==> src/rtl/alu_issue_pkg.sv <==
// Shared opcode encodings, flag bit positions and legal-opcode check for the ALU issue stage.
package alu_issue_pkg;

    localparam logic [3:0] OP_AND = 4'b0000;
    localparam logic [3:0] OP_OR  = 4'b0001;
    localparam logic [3:0] OP_ADD = 4'b0010;
    localparam logic [3:0] OP_SUB = 4'b0110;
    localparam logic [3:0] OP_NOR = 4'b1100;
    localparam logic [3:0] OP_SLT = 4'b0111;

    // Bit positions inside the 3-bit response flag field {overflow, cout, zero}.
    localparam int FLAG_ZERO = 0;
    localparam int FLAG_COUT = 1;
    localparam int FLAG_OVF  = 2;

    function automatic logic is_legal_op(input logic [3:0] op);
        logic legal;
        case (op)
            OP_AND, OP_OR, OP_ADD, OP_SUB, OP_NOR, OP_SLT: legal = 1'b1;
            default:                                       legal = 1'b0;
        endcase
        return legal;
    endfunction

endpackage

==> src/rtl/sync_fifo.sv <==
// Single-clock FIFO; pointers carry one extra wrap bit so full and empty are distinguishable.
module sync_fifo #(
    parameter int WIDTH = 8,
    parameter int DEPTH = 4
) (
    input  logic                     clk,
    input  logic                     rst_n,
    input  logic                     push,
    input  logic [WIDTH-1:0]         push_data,
    input  logic                     pop,
    output logic [WIDTH-1:0]         pop_data,
    output logic                     empty,
    output logic [$clog2(DEPTH):0]   count
);

    localparam int AW = $clog2(DEPTH);

    logic [AW:0]      wr_ptr;
    logic [AW:0]      rd_ptr;
    logic [WIDTH-1:0] mem [DEPTH];
    logic             full;
    logic             do_push;
    logic             do_pop;

    assign full     = (wr_ptr[AW] != rd_ptr[AW]) && (wr_ptr[AW-1:0] == rd_ptr[AW-1:0]);
    assign empty    = (wr_ptr == rd_ptr);
    assign count    = wr_ptr - rd_ptr;
    assign do_push  = push && !full;
    assign do_pop   = pop && !empty;
    assign pop_data = mem[rd_ptr[AW-1:0]];

    always_ff @(posedge clk or negedge rst_n) begin
        if (!rst_n) begin
            wr_ptr <= '0;
            rd_ptr <= '0;
        end else begin
            if (do_push) wr_ptr <= wr_ptr + 1'b1;
            if (do_pop)  rd_ptr <= rd_ptr + 1'b1;
        end
    end

    // Storage needs no reset: nothing is read until a push has written it.
    always_ff @(posedge clk) begin
        if (do_push) mem[wr_ptr[AW-1:0]] <= push_data;
    end

endmodule

==> src/rtl/alu_issue_stage.sv <==
// Issue/response stage around the 32-bit ALU: command FIFO, two-stage tracking pipe, credited response FIFO.
// Optional feature: define ALU_ISSUE_ILLEGAL_CHK_EN to squash illegal opcodes into error responses.
module alu_issue_stage
    import alu_issue_pkg::*;
#(
    parameter int CMD_DEPTH = 4,
    parameter int RSP_DEPTH = 4,
    parameter int TAG_W     = 4
) (
    input  logic             clk,
    input  logic             rst_n,
    input  logic             cmd_valid,
    output logic             cmd_ready,
    input  logic [3:0]       cmd_op,
    input  logic [31:0]      cmd_a,
    input  logic [31:0]      cmd_b,
    input  logic [TAG_W-1:0] cmd_tag,
    output logic [31:0]      alu_src1,
    output logic [31:0]      alu_src2,
    output logic [3:0]       alu_ctrl,
    input  logic [31:0]      alu_result,
    input  logic             alu_zero,
    input  logic             alu_cout,
    input  logic             alu_overflow,
    output logic             rsp_valid,
    input  logic             rsp_ready,
    output logic [31:0]      rsp_result,
    output logic [2:0]       rsp_flags,
    output logic [TAG_W-1:0] rsp_tag,
    output logic             rsp_err,
    output logic             busy
);

    localparam int CMD_W = 68 + TAG_W;
    localparam int RSP_W = 36 + TAG_W;
    localparam int CC_W  = $clog2(CMD_DEPTH) + 1;
    localparam int RC_W  = $clog2(RSP_DEPTH) + 1;

    logic [CMD_W-1:0] cmd_head;
    logic             cmd_empty;
    logic [CC_W-1:0]  cmd_count;
    logic [3:0]       head_op;
    logic [31:0]      head_a;
    logic [31:0]      head_b;
    logic [TAG_W-1:0] head_tag;
    logic             head_err;
    logic             cmd_push;
    logic             issue;

    logic             s1_valid;
    logic [TAG_W-1:0] s1_tag;
    logic             s1_err;
    logic             s2_valid;
    logic [TAG_W-1:0] s2_tag;
    logic             s2_err;

    logic [RSP_W-1:0] rsp_in;
    logic [RSP_W-1:0] rsp_head;
    logic             rsp_empty;
    logic [RC_W-1:0]  rsp_count;
    logic             rsp_pop;
    logic [RC_W:0]    used;
    logic [2:0]       alu_flags;

    logic             h_err;
    logic [TAG_W-1:0] h_tag;
    logic [2:0]       h_flags;
    logic [31:0]      h_result;

    // ---------------- command side ----------------
    assign cmd_ready = (cmd_count != CC_W'(CMD_DEPTH));
    assign cmd_push  = cmd_valid && cmd_ready;

    sync_fifo #(
        .WIDTH (CMD_W),
        .DEPTH (CMD_DEPTH)
    ) u_cmd_fifo (
        .clk       (clk),
        .rst_n     (rst_n),
        .push      (cmd_push),
        .push_data ({cmd_op, cmd_a, cmd_b, cmd_tag}),
        .pop       (issue),
        .pop_data  (cmd_head),
        .empty     (cmd_empty),
        .count     (cmd_count)
    );

    assign {head_op, head_a, head_b, head_tag} = cmd_head;

`ifdef ALU_ISSUE_ILLEGAL_CHK_EN
    assign head_err = !is_legal_op(head_op);
`else
    assign head_err = 1'b0;
`endif

    // Credits: every in-flight op owns a response slot; a slot popped this cycle is already free.
    assign rsp_pop = rsp_valid && rsp_ready;
    assign used    = {1'b0, rsp_count} + (RC_W+1)'(s1_valid) + (RC_W+1)'(s2_valid)
                   - (RC_W+1)'(rsp_pop);
    assign issue   = !cmd_empty && (used < (RC_W+1)'(RSP_DEPTH));

    // ---------------- issue / tracking pipe ----------------
    // Stage 1 mirrors the operands on the ALU inputs; stage 2 marks the cycle the ALU holds them.
    always_ff @(posedge clk or negedge rst_n) begin
        if (!rst_n) begin
            alu_src1 <= '0;
            alu_src2 <= '0;
            alu_ctrl <= OP_AND;
            s1_valid <= 1'b0;
            s1_tag   <= '0;
            s1_err   <= 1'b0;
            s2_valid <= 1'b0;
            s2_tag   <= '0;
            s2_err   <= 1'b0;
        end else begin
            if (issue) begin
                alu_src1 <= head_a;
                alu_src2 <= head_b;
                alu_ctrl <= head_err ? OP_AND : head_op;
                s1_tag   <= head_tag;
                s1_err   <= head_err;
            end
            s1_valid <= issue;
            s2_valid <= s1_valid;
            s2_tag   <= s1_tag;
            s2_err   <= s1_err;
        end
    end

    // ---------------- response side ----------------
    always_comb begin
        alu_flags            = '0;
        alu_flags[FLAG_ZERO] = alu_zero;
        alu_flags[FLAG_COUT] = alu_cout;
        alu_flags[FLAG_OVF]  = alu_overflow;
        if (s2_err) rsp_in = {1'b1, s2_tag, 3'b000, 32'h0};
        else        rsp_in = {1'b0, s2_tag, alu_flags, alu_result};
    end

    sync_fifo #(
        .WIDTH (RSP_W),
        .DEPTH (RSP_DEPTH)
    ) u_rsp_fifo (
        .clk       (clk),
        .rst_n     (rst_n),
        .push      (s2_valid),
        .push_data (rsp_in),
        .pop       (rsp_pop),
        .pop_data  (rsp_head),
        .empty     (rsp_empty),
        .count     (rsp_count)
    );

    assign {h_err, h_tag, h_flags, h_result} = rsp_head;

    // Payload is forced to zero while empty so stale or unwritten storage never shows.
    assign rsp_valid  = !rsp_empty;
    assign rsp_result = rsp_valid ? h_result : '0;
    assign rsp_flags  = rsp_valid ? h_flags  : '0;
    assign rsp_tag    = rsp_valid ? h_tag    : '0;
    assign rsp_err    = rsp_valid ? h_err    : 1'b0;

    assign busy = !cmd_empty || s1_valid || s2_valid || !rsp_empty;

endmodule

==> config.mk <==
export PLATFORM = sky130hd
export DESIGN_NAME = alu_issue_stage
export DESIGN_NICKNAME = d
export VERILOG_FILES = /design/src/rtl/alu_issue_pkg.sv /design/src/rtl/sync_fifo.sv /design/src/rtl/alu_issue_stage.sv
export SDC_FILE = /design/constraint.sdc
export NUM_CORES = 1
export LEC_CHECK = 0
export ABC_AREA = 1
export CAP_MARGIN = 10
export CORE_MARGIN = 5
export CORE_UTILIZATION = 51
export CTS_CLUSTER_DIAMETER = 80
export DETAILED_ROUTE_END_ITERATION = 7
export MAX_ROUTING_LAYER = met4
export PLACE_DENSITY = 0.74
export SKIP_LAST_GASP = 1
export SLEW_MARGIN = 20
export SYNTH_ARGS = -nofsm -noshare
export SYNTH_HDL_FRONTEND = slang
export SYNTH_SLANG_ARGS = --single-unit
==> constraint.sdc <==
create_clock -name clk -period 5 [get_ports clk]
set_clock_uncertainty 0.1 [all_clocks]
set_input_delay 1 -clock clk [delete_from_list [all_inputs] [get_ports clk]]
set_output_delay 1 -clock clk [all_outputs]
set_load 0.01 [all_outputs]
## After elaboration in Yosys (flattened, before gate mapping)

Memory sizes are Yosys's and may differ from the RTL's. A register that Yosys moved wholly into a read port is not among the register bits.
Index checks and enable logic that the tools add are counted.

| word-level totals | value |
|---|---|
| bits of input ports | 111 |
| register bits after elaboration | 18 |
| memories kept | 2 |
| logic and storage cells | 51 |
| RAM bits | 444 |

| operators by class | value |
|---|---|
| eq/ne operators | 7 |
| multiplexer cells | 8 |
| order comparisons | 1 |
| reductions and logical operators | 17 |
| add/subtract/negate cells | 9 |

Memories:

| memory | words | width | read ports | clocked after memory_dff | write ports | RTL line | text |
|---|---|---|---|---|---|---|---|
| u_cmd_fifo.mem | 4 | 72 | 1 | 1 | 1 | sync_fifo.sv:20 | `logic [WIDTH-1:0] mem [DEPTH];` |
| u_rsp_fifo.mem | 4 | 39 | 1 | 0 | 1 | sync_fifo.sv:20 |  |

Operator list:

| cell | number |
|---|---|
| two-way mux 32 bit | 1 |
| adder 3 x 1 -> 3 bit (second input constant) | 4 |
| logical AND 1 bit | 9 |
| == test 3 bit | 2 |
| subtractor 3 bit | 2 |
| logical NOT 1 bit | 5 |
| two-way mux 1 bit | 5 |
| adder 3 x 1 -> 4 bit | 1 |
| adder 4 x 1 -> 4 bit | 1 |
| == test 2 bit | 2 |
| less-than comparator 4 x 3 -> 1 bit (second input constant) | 1 |
| two-way mux 4 bit | 1 |
| subtractor 4 x 1 -> 4 bit | 1 |
| logical OR 1 bit | 3 |
| two-way mux 3 bit | 1 |
| != test 3 bit (second input constant) | 1 |
| != test 1 bit | 2 |

## Depth between registers and ports, before layout

| logic depth | value |
|---|---|
| depth in word-level cells | 7 |
| mapped depth | 20 |
| depth with buffers taken out | 17 |

## Hierarchy

From an unflattened synthesis, not the netlist that was laid out.

| unflattened totals | value |
|---|---|
| cells, all modules | 1,644 |
| area, all modules | 21,151.5 µm² |

By module, submodules not included:

| module | area each (µm²) | cells an instance | times used | sequential area each (µm²) |
|---|---|---|---|---|
| sync_fifo (u_cmd_fifo) | 11,134.4 | 758 | 1 | 8,798.4 |
| sync_fifo (u_rsp_fifo) | 6,550.0 | 449 | 1 | 4,954.8 |
| alu_issue_stage | 3,467.1 | 437 | 1 | 1,951.9 |

## Least setup slack after synthesis

OpenSTA, ideal clock, no wires.

| path | value |
|---|---|
| path type | flip-flop to flip-flop |
| start point | register u_cmd_fifo.rd_ptr[1] |
| end point | memory u_cmd_fifo.mem[0][0] (netlist name), enable pin |
| required time | 4.397 ns |
| stages on the path, launching flop included | 8 |
| period minus slack after synthesis | 5.046 ns |
| arrival time | 4.444 ns |
| setup slack | -0.046 ns |
| cells stage by stage | dfrtp_1 clkinv_1 clkbuf_1 ha_1 inv_1 o21bai_1 o21ai_2 nor2_1 |

| on the way | value |
|---|---|
| cells in the longest elaborated chain, start to end | 6 |
| elaborated cells between the ends (all ways) | 9 |

Ends and longest elaborated chain:

| element | RTL line | text |
|---|---|---|
| start, declared | sync_fifo.sv:19 | `logic [AW:0] rd_ptr;` |
| start signal, assigned | sync_fifo.sv:38 | `if (do_pop) rd_ptr <= rd_ptr + 1'b1;` |
| subtractor 3 bit or == test 2 bit (tied branches) | sync_fifo.sv:27, sync_fifo.sv:25 |  |
| != test 3 bit or logical AND 1 bit (tied branches) | alu_issue_stage.sv:71, sync_fifo.sv:25 |  |
| logical AND 1 bit or logical NOT 1 bit (tied branches) | alu_issue_stage.sv:72, sync_fifo.sv:28 |  |
| logical AND 1 bit (*) | sync_fifo.sv:28 | `assign do_push = push && !full;` |
| two-way mux 1 bit (*) | sync_fifo.sv:44 | `if (do_push) mem[wr_ptr[AW-1:0]] <= push_data;` |
| two-way mux 1 bit (not written as such) (*) | sync_fifo.sv:44 |  |
| end, declared | sync_fifo.sv:20 |  |

Every way passes the cells marked *; elsewhere a longest branch is shown, timed or not.

## Worst setup path after layout

| path | value |
|---|---|
| start point | register u_rsp_fifo.rd_ptr[0] |
| end point | output rsp_result[20] |

| on the way | value |
|---|---|
| cells in the longest elaborated chain, start to end | 2 |
| elaborated cells between the ends (all ways) | 3 |

Ends and longest elaborated chain:

| element | RTL line | text |
|---|---|---|
| start, declared | sync_fifo.sv:19 |  |
| start signal, assigned | sync_fifo.sv:38 |  |
| memory (4 x 39 bit) or == test 3 bit (tied branches) | - |  |
| two-way mux 32 bit (*) | alu_issue_stage.sv:158 | `assign rsp_result = rsp_valid ? h_result : '0;` |
| end, declared | alu_issue_stage.sv:27 | `output logic [31:0] rsp_result,` |

Marks and branches as above.

==> reports/metrics.cfg <==
[clock_tree]
clk_pin_slew_ps=60
cts_root_buffer=sky130_fd_sc_hd__clkbuf_16
numCtsBuffers=52
clock_tree_from_tritoncts=done
cts_hold_buf=0
cts-root-to-sink-buffers=3
numClockSinks=534
clk_latency_ps=600
postCtsSetupBuffers=0
htreeDepth=2
cts.repair.resized=0

[cells_and_area]
layout-drive-gt1-share=0.0704
fin_nets=1950
syn2layout_area_growth_pct=20.8

[sta]
slew_violations=0
maximum_clock_frequency_ghz=0.245
period_share=0.816
worst-slew-pin-transition_ps=1020
finalHoldWorstSlack_ps=279
final.min_clock_period_ps=4080
timing.slew.headroom=0.323
timing.final.setup_violations=0
rsz_0062_raised_after_global_routing=false
hold_viol=0

[placement]
place_congestion=0.785
post-dp-hpwl_um=26700
io_buffer_count=220

[synthesis]
synth_top_cell_by_area=sky130_fd_sc_hd__edfxtp_1
synth_enable_flop_cells=444
synth_top_cell_area_share=0.642
synth.net_count=1755
synth_top_cells_by_area=sky130_fd_sc_hd__edfxtp_1 64%, sky130_fd_sc_hd__dfrtp_1 11%, sky130_fd_sc_hd__nor2_1 5.7%, sky130_fd_sc_hd__o21ai_0 5.4%, sky130_fd_sc_hd__nand2_1 3.1%
synth_seq_cells=534
synth.cells.most_frequent=444 x sky130_fd_sc_hd__edfxtp_1, 317 x sky130_fd_sc_hd__nor2_1, 225 x sky130_fd_sc_hd__o21ai_0
async_reset_ff_frac=0.169
synthesis.instances=1625
synthFlopType=sky130_fd_sc_hd__edfxtp_1
netlist_area_pre_place_um2=20800
post_synth.cell_area_avg_um2=12.8
sequential_to_total_area_share_from_yosys_stat=0.751
yosys_warns=0
netlist-cell-type-count=28
yosys.cell_count.top_type=sky130_fd_sc_hd__edfxtp_1

[routing]
remaining_drc_errors=0
vias=13435
drt_first_pass_iters=7
route.detailed.wl_per_inst_um=19.9
number_of_vias_per_cell_after_detailed_routing=5.59
drtAntennaViolNets=0
finalWirelength_um=47800
drt_iter0_drc=1032

[min_path]
worstHoldPathType=flip-flop to flip-flop

[run]
max_cap_violations=0

[floorplanning]
initial_utilization=0.512
die_h_um=212
num_io_pins=222
fp.dieArea_um2=44800
fp.coreArea_um2=40600
floorplan.die.width_um=212
std_cell_rows=74

[critical_path]
setup.worst_path.class=flip-flop to output port
critical_path.startpoint_type=flip-flop
crit_fanout=65
critPathArrivalTime_ps=2980
worst-endpoint-required_ps=3900
element_type_at_the_critical_path_end=output port

[status]
status=finished clean

[global_routing]
first_pass_grt_wire_length_um=74000
globalRouteTotalUtil=0.218
grt_pass1_vias=13227
antenna_found_initial=8
grt_remaining_overflow=0
pin_count_of_the_biggest_net_entering_global_routing=103

==> path summary, 6_finish.rpt <==
path / slack (ps) / depth (start not counted) / from / end
worst min-delay path: 280 / 0 / s1_tag[0] / s2_tag[0]
worst max-delay path: 920 / 5 / u_rsp_fifo.rd_ptr[0] / rsp_result[20]
worst max register to register: 1320 / 16 / u_rsp_fifo.rd_ptr[1] / alu_src1[2]
worst min register to register: 280 / 0 / s1_tag[0] / s2_tag[0]
max in group asynchronous: 3430 / 2 / rst_n / alu_src1[18]
min in group asynchronous: 400 / 1 / rst_n / alu_src2[7]
==> state kept, by name (all words and copies together) (netlist names) <==
signal	cells
s2_tag	4
u_rsp_fifo.rd_ptr	3
s2_valid	1
u_rsp_fifo.wr_ptr	3
alu_src2	32
alu_ctrl	4
u_cmd_fifo.wr_ptr	3
u_cmd_fifo.rd_ptr	3
alu_src1	32
u_cmd_fifo.mem	288
u_rsp_fifo.mem	156
s1_tag	4
s1_valid	1
==> logic make-up after synthesis <==
| logic type | synth area share |
|---|---|
| AO/OA/AOI/OAI | 0.0866 |
| XOR/XNOR | 0.00338 |
| adder cells (fa/ha/maj) | 0.0118 |
| buffers and inverters | 0.0323 |
| flip-flops | 0.751 |
| other | 0.000181 |
| AND/OR/NAND/NOR | 0.115 |
==> cell usage in the layout (no fill, tap or decap), types with 8 or more instances in the layout <==
| cell | n |
|---|---|
| sky130_fd_sc_hd__clkdlybuf4s50_1 | 219 |
| sky130_fd_sc_hd__nor2_4 | 10 |
| sky130_fd_sc_hd__ha_1 | 18 |
| sky130_fd_sc_hd__clkbuf_1 | 18 |
| sky130_fd_sc_hd__edfxtp_1 | 444 |
| sky130_fd_sc_hd__a21oi_1 | 41 |
| sky130_fd_sc_hd__clkbuf_16 | 52 |
| sky130_fd_sc_hd__clkinv_2 | 11 |
| sky130_fd_sc_hd__nand4_1 | 75 |
| sky130_fd_sc_hd__inv_2 | 8 |
| sky130_fd_sc_hd__o22ai_1 | 72 |
| sky130_fd_sc_hd__dfrtp_1 | 87 |
| sky130_fd_sc_hd__nand2_1 | 174 |
| sky130_fd_sc_hd__nor2_1 | 308 |
| sky130_fd_sc_hd__diode_2 | 8 |
| sky130_fd_sc_hd__buf_4 | 27 |
| sky130_fd_sc_hd__inv_1 | 29 |
| sky130_fd_sc_hd__o21ai_0 | 225 |
==> routing by layer <==
metal	share of wire	wire length, um	GRT usage	vias up
met3	0.076	3660	0.0492	60
met4	0.018	871	0.0549	0
met1	0.41	19700	0.288	6637
met2	0.49	23600	0.348	488
li1	-	-	-	6250
met5	0	0	-	-
==> metrics by stage <==
| step | utilization | TNS [ps] | setup slack, ps | area [um2] | std cells |
|---|---|---|---|---|---|
| final | 0.618 | 0 | 921 | 25100 | 2402 |
| after global routing | 0.618 | 0 | 735 | 25100 | 2402 |
| after CTS | 0.618 | 0 | 873 | 25000 | 2394 |
| after detailed placement | 0.578 | 0 | 744 | 23500 | 2298 |
| after global placement | 0.578 | 0 | 787 | 23500 | 2298 |
| after floorplan | - | -13320 | -46.3 | 20800 | 1625 |
==> layout make-up <==
cell class	instances	area [um2]
sequential	534	15600
fill	3046	15500
multi-input combinational	945	4590
timing repair buffer	249	2450
clock buffer	74	1420
tap	532	666
clock inverter	22	173
inverter	38	145
antenna	8	20.0
==> worst max-delay path, cell delays in order, from the launching register on <==
cell	delay, ps
sky130_fd_sc_hd__dfrtp_2	430
sky130_fd_sc_hd__inv_2	700
sky130_fd_sc_hd__buf_4	330
sky130_fd_sc_hd__o21ai_0	110
sky130_fd_sc_hd__a21oi_1	220
sky130_fd_sc_hd__clkdlybuf4s50_1	590
Power is not shown: default switching activity piles up to over one toggle a cycle in this logic, so the estimate is an artifact.
==> patch (config.mk and constraints unchanged) <==
`TAG_W`: 4 -> 5.
--- a/src/rtl/alu_issue_stage.sv
+++ b/src/rtl/alu_issue_stage.sv
@@ -6,5 +6,5 @@
     parameter int CMD_DEPTH = 4,
     parameter int RSP_DEPTH = 4,
-    parameter int TAG_W     = 4
+    parameter int TAG_W     = 5
 ) (
     input  logic             clk,
Interface: changed (resized cmd_tag and rsp_tag); port bits go from 222 to 224. The function was not compared with the original's and may differ.
==> patch against the original RTL <==
Setup slack got worse by 220 ps. Sequential cell count increased by 10. Maximum frequency decreased by 5.0%. Global-route usage decreased by 0.41 points. First-iteration DRC count decreased by 2.7%. Critical path depth unchanged. Non-clock buffer count decreased by 2. Area after synthesis increased by 1.2%. Highest routed layer unchanged. Sequential share of layout area decreased by 0.19 points. Wire length decreased by 1.8%. Critical path type unchanged. Final area increased by 2.2%.
Power is left out: the tool's default activity adds up to more than one toggle a clock period on the data nets, which glitch-free logic cannot reach.
==> patch: results (changes against the original RTL) <==
| Metric | Value |
|---|---|
| Status | finished, final reports clean |
| Slew margin rel. | 0.3368 (+0.01427) |
| Pre-CTS setup slack | 904.3 ps (+160.4 ps) |
| Clock transition at the registers of the reported paths | 60 ps (about the same) |
| Initial antenna violation count | 6 (-2) |
| Max FFs per register | 292 (+1.4%) |
| Initial DRT Pass Iterations | 5 (-2) |
| Placed Cells incl. Taps | 2,326 (+1.2%) |
| Avg WL per Cell | 19.31 um (-3.0%) |
| Vias per std cell | 5.422 (-3.1%) |
| Critical path arrival | 3200 ps (+220 ps) |
| EDFF count, synth | 452 (+1.8%) |
| CTS root buf | clkbuf_16 |
| Detailed-route wire length | 46,960 um (-1.8%) |
| Share of cells above drive strength 1 | 0.07128 (+0.0009233) |
| Worst-Skew Late Latency | 600 ps (about the same) |
| CTS H-Tree Depth | 2 (unchanged) |
| Synth cell types | 26 (-7.1%) |
| Max Buffers Root-to-Sink | 3 (unchanged) |
| First-pass GRT wire length | 73,320 um (-0.87%) |
| Slowest stage delay, CP | 640 ps (-60 ps) |
| Initial DRC count | 1,004 (-2.7%) |
| Gr ovfl total | 0 (unchanged) |
| Post-synthesis sequential area ratio | 0.7557 (+0.004829) |
| Post-Syn Nets | 1,781 (+1.5%) |
| Port bufs | 222 (+0.91%) |
| Worst hold start | s1_tag[3] |
| DPL Wire Length | 25,880 um (-3.0%) |
| Nets | 1,980 (+1.5%) |
| CTS Buf Count | 53 (+1.9%) |
| Yosys warns | 0 (unchanged) |
| Crit-path slowest cell | inv_2 |
| Synth top area cells | edfxtp_1, dfrtp_1, nor2_1 |
| Fill count | 3,083 (+1.2%) |
| Fraction of registers with async set/reset | 0.1691 (+0.0005783) |
| Crit path launch | u_rsp_fifo.rd_ptr[0] |
| Hold WC Path Type | flop to flop |
| Post-CTS Setup Inserts | 0 (unchanged) |
| Syn_area_per_cell | 12.73 um2 (-0.32%) |
| Largest net degree at the start of global routing | 111 (+7.8%) |
| Post-synth top cells | edfxtp_1, nor2_1, o21ai_0 |
| Vias in the first global route | 13,452 (+1.7%) |
| Maximum fanout along the worst path | 50 (-23%) |
| Gpl congestion | 0.7618 (-2.9%) |
| CTS-repair resized insts | 0 (unchanged) |
| Total Routing Usage GR | 0.2135 (-0.004050) |
## patch: layout make-up
class	instances	area, um2	share of cell area
diodes	6	15.01	0.0005862
clock buffers	74	1550	0.06053
clock inverters	26	316.6	0.01236
inverters	42	162.7	0.006351
multi-input cells	961	4551	0.1777
flip-flops and latches	544	15880	0.6201
well taps	532	665.6	0.02599
repair buffers	247	2470	0.09643
## patch: critical path: cells and delay by family, from the launching register on
kind	cells	cell delay, ps
flops	1	580
compound gates	2	370
buf+inv	3	1650
## patch: logic make-up (layout without fill, tap and decap cells)
group | count (synthesis) | count (layout) | synth area share
AO/OA/AOI/OAI | 345 | 345 | 0.08654
XOR/XNOR | 7 | 7 | 0.002918
adder cells (fa/ha/maj) | 19 | 19 | 0.01167
buffers and inverters | 145 | 389 | 0.03145
flip-flops | 544 | 544 | 0.7557
other | 1 | 7 | 0.0001785
AND/OR/NAND/NOR | 589 | 589 | 0.1116
## patch: per-stage QoR
| stage | hold WS [ps] | setup TNS, ps | area (um2) |
|---|---|---|---|
| after global routing | 290.2 | 0 | 25610 |
| after global placement | 264.4 | 0 | 23730 |
| after CTS | 277.7 | 0 | 25590 |
| after floorplan | 254.0 | -56730 | 21010 |
| final | 277.8 | 0 | 25610 |
| after detailed placement | 262.3 | 0 | 23730 |
## patch: path summary, 6_finish.rpt
check,end,slack [ps],cells after the start
min in group asynchronous,alu_src1[2],410,1
min,s2_tag[3],280,0
max reg2reg,alu_src2[15],1330,16
max,rsp_result[30],700,5
max in group asynchronous,alu_src2[10],3340,2
min reg2reg,s2_tag[3],280,0
## patch: routing by layer
layer | routed length [um] | vias to the layer above | track usage
met5 | 0 | - | -
met4 | 592 | 0 | 0.04701
met3 | 3827 | 44 | 0.05187
met2 | 23280 | 457 | 0.3471
met1 | 19260 | 6412 | 0.2778
li1 | - | 6273 | -
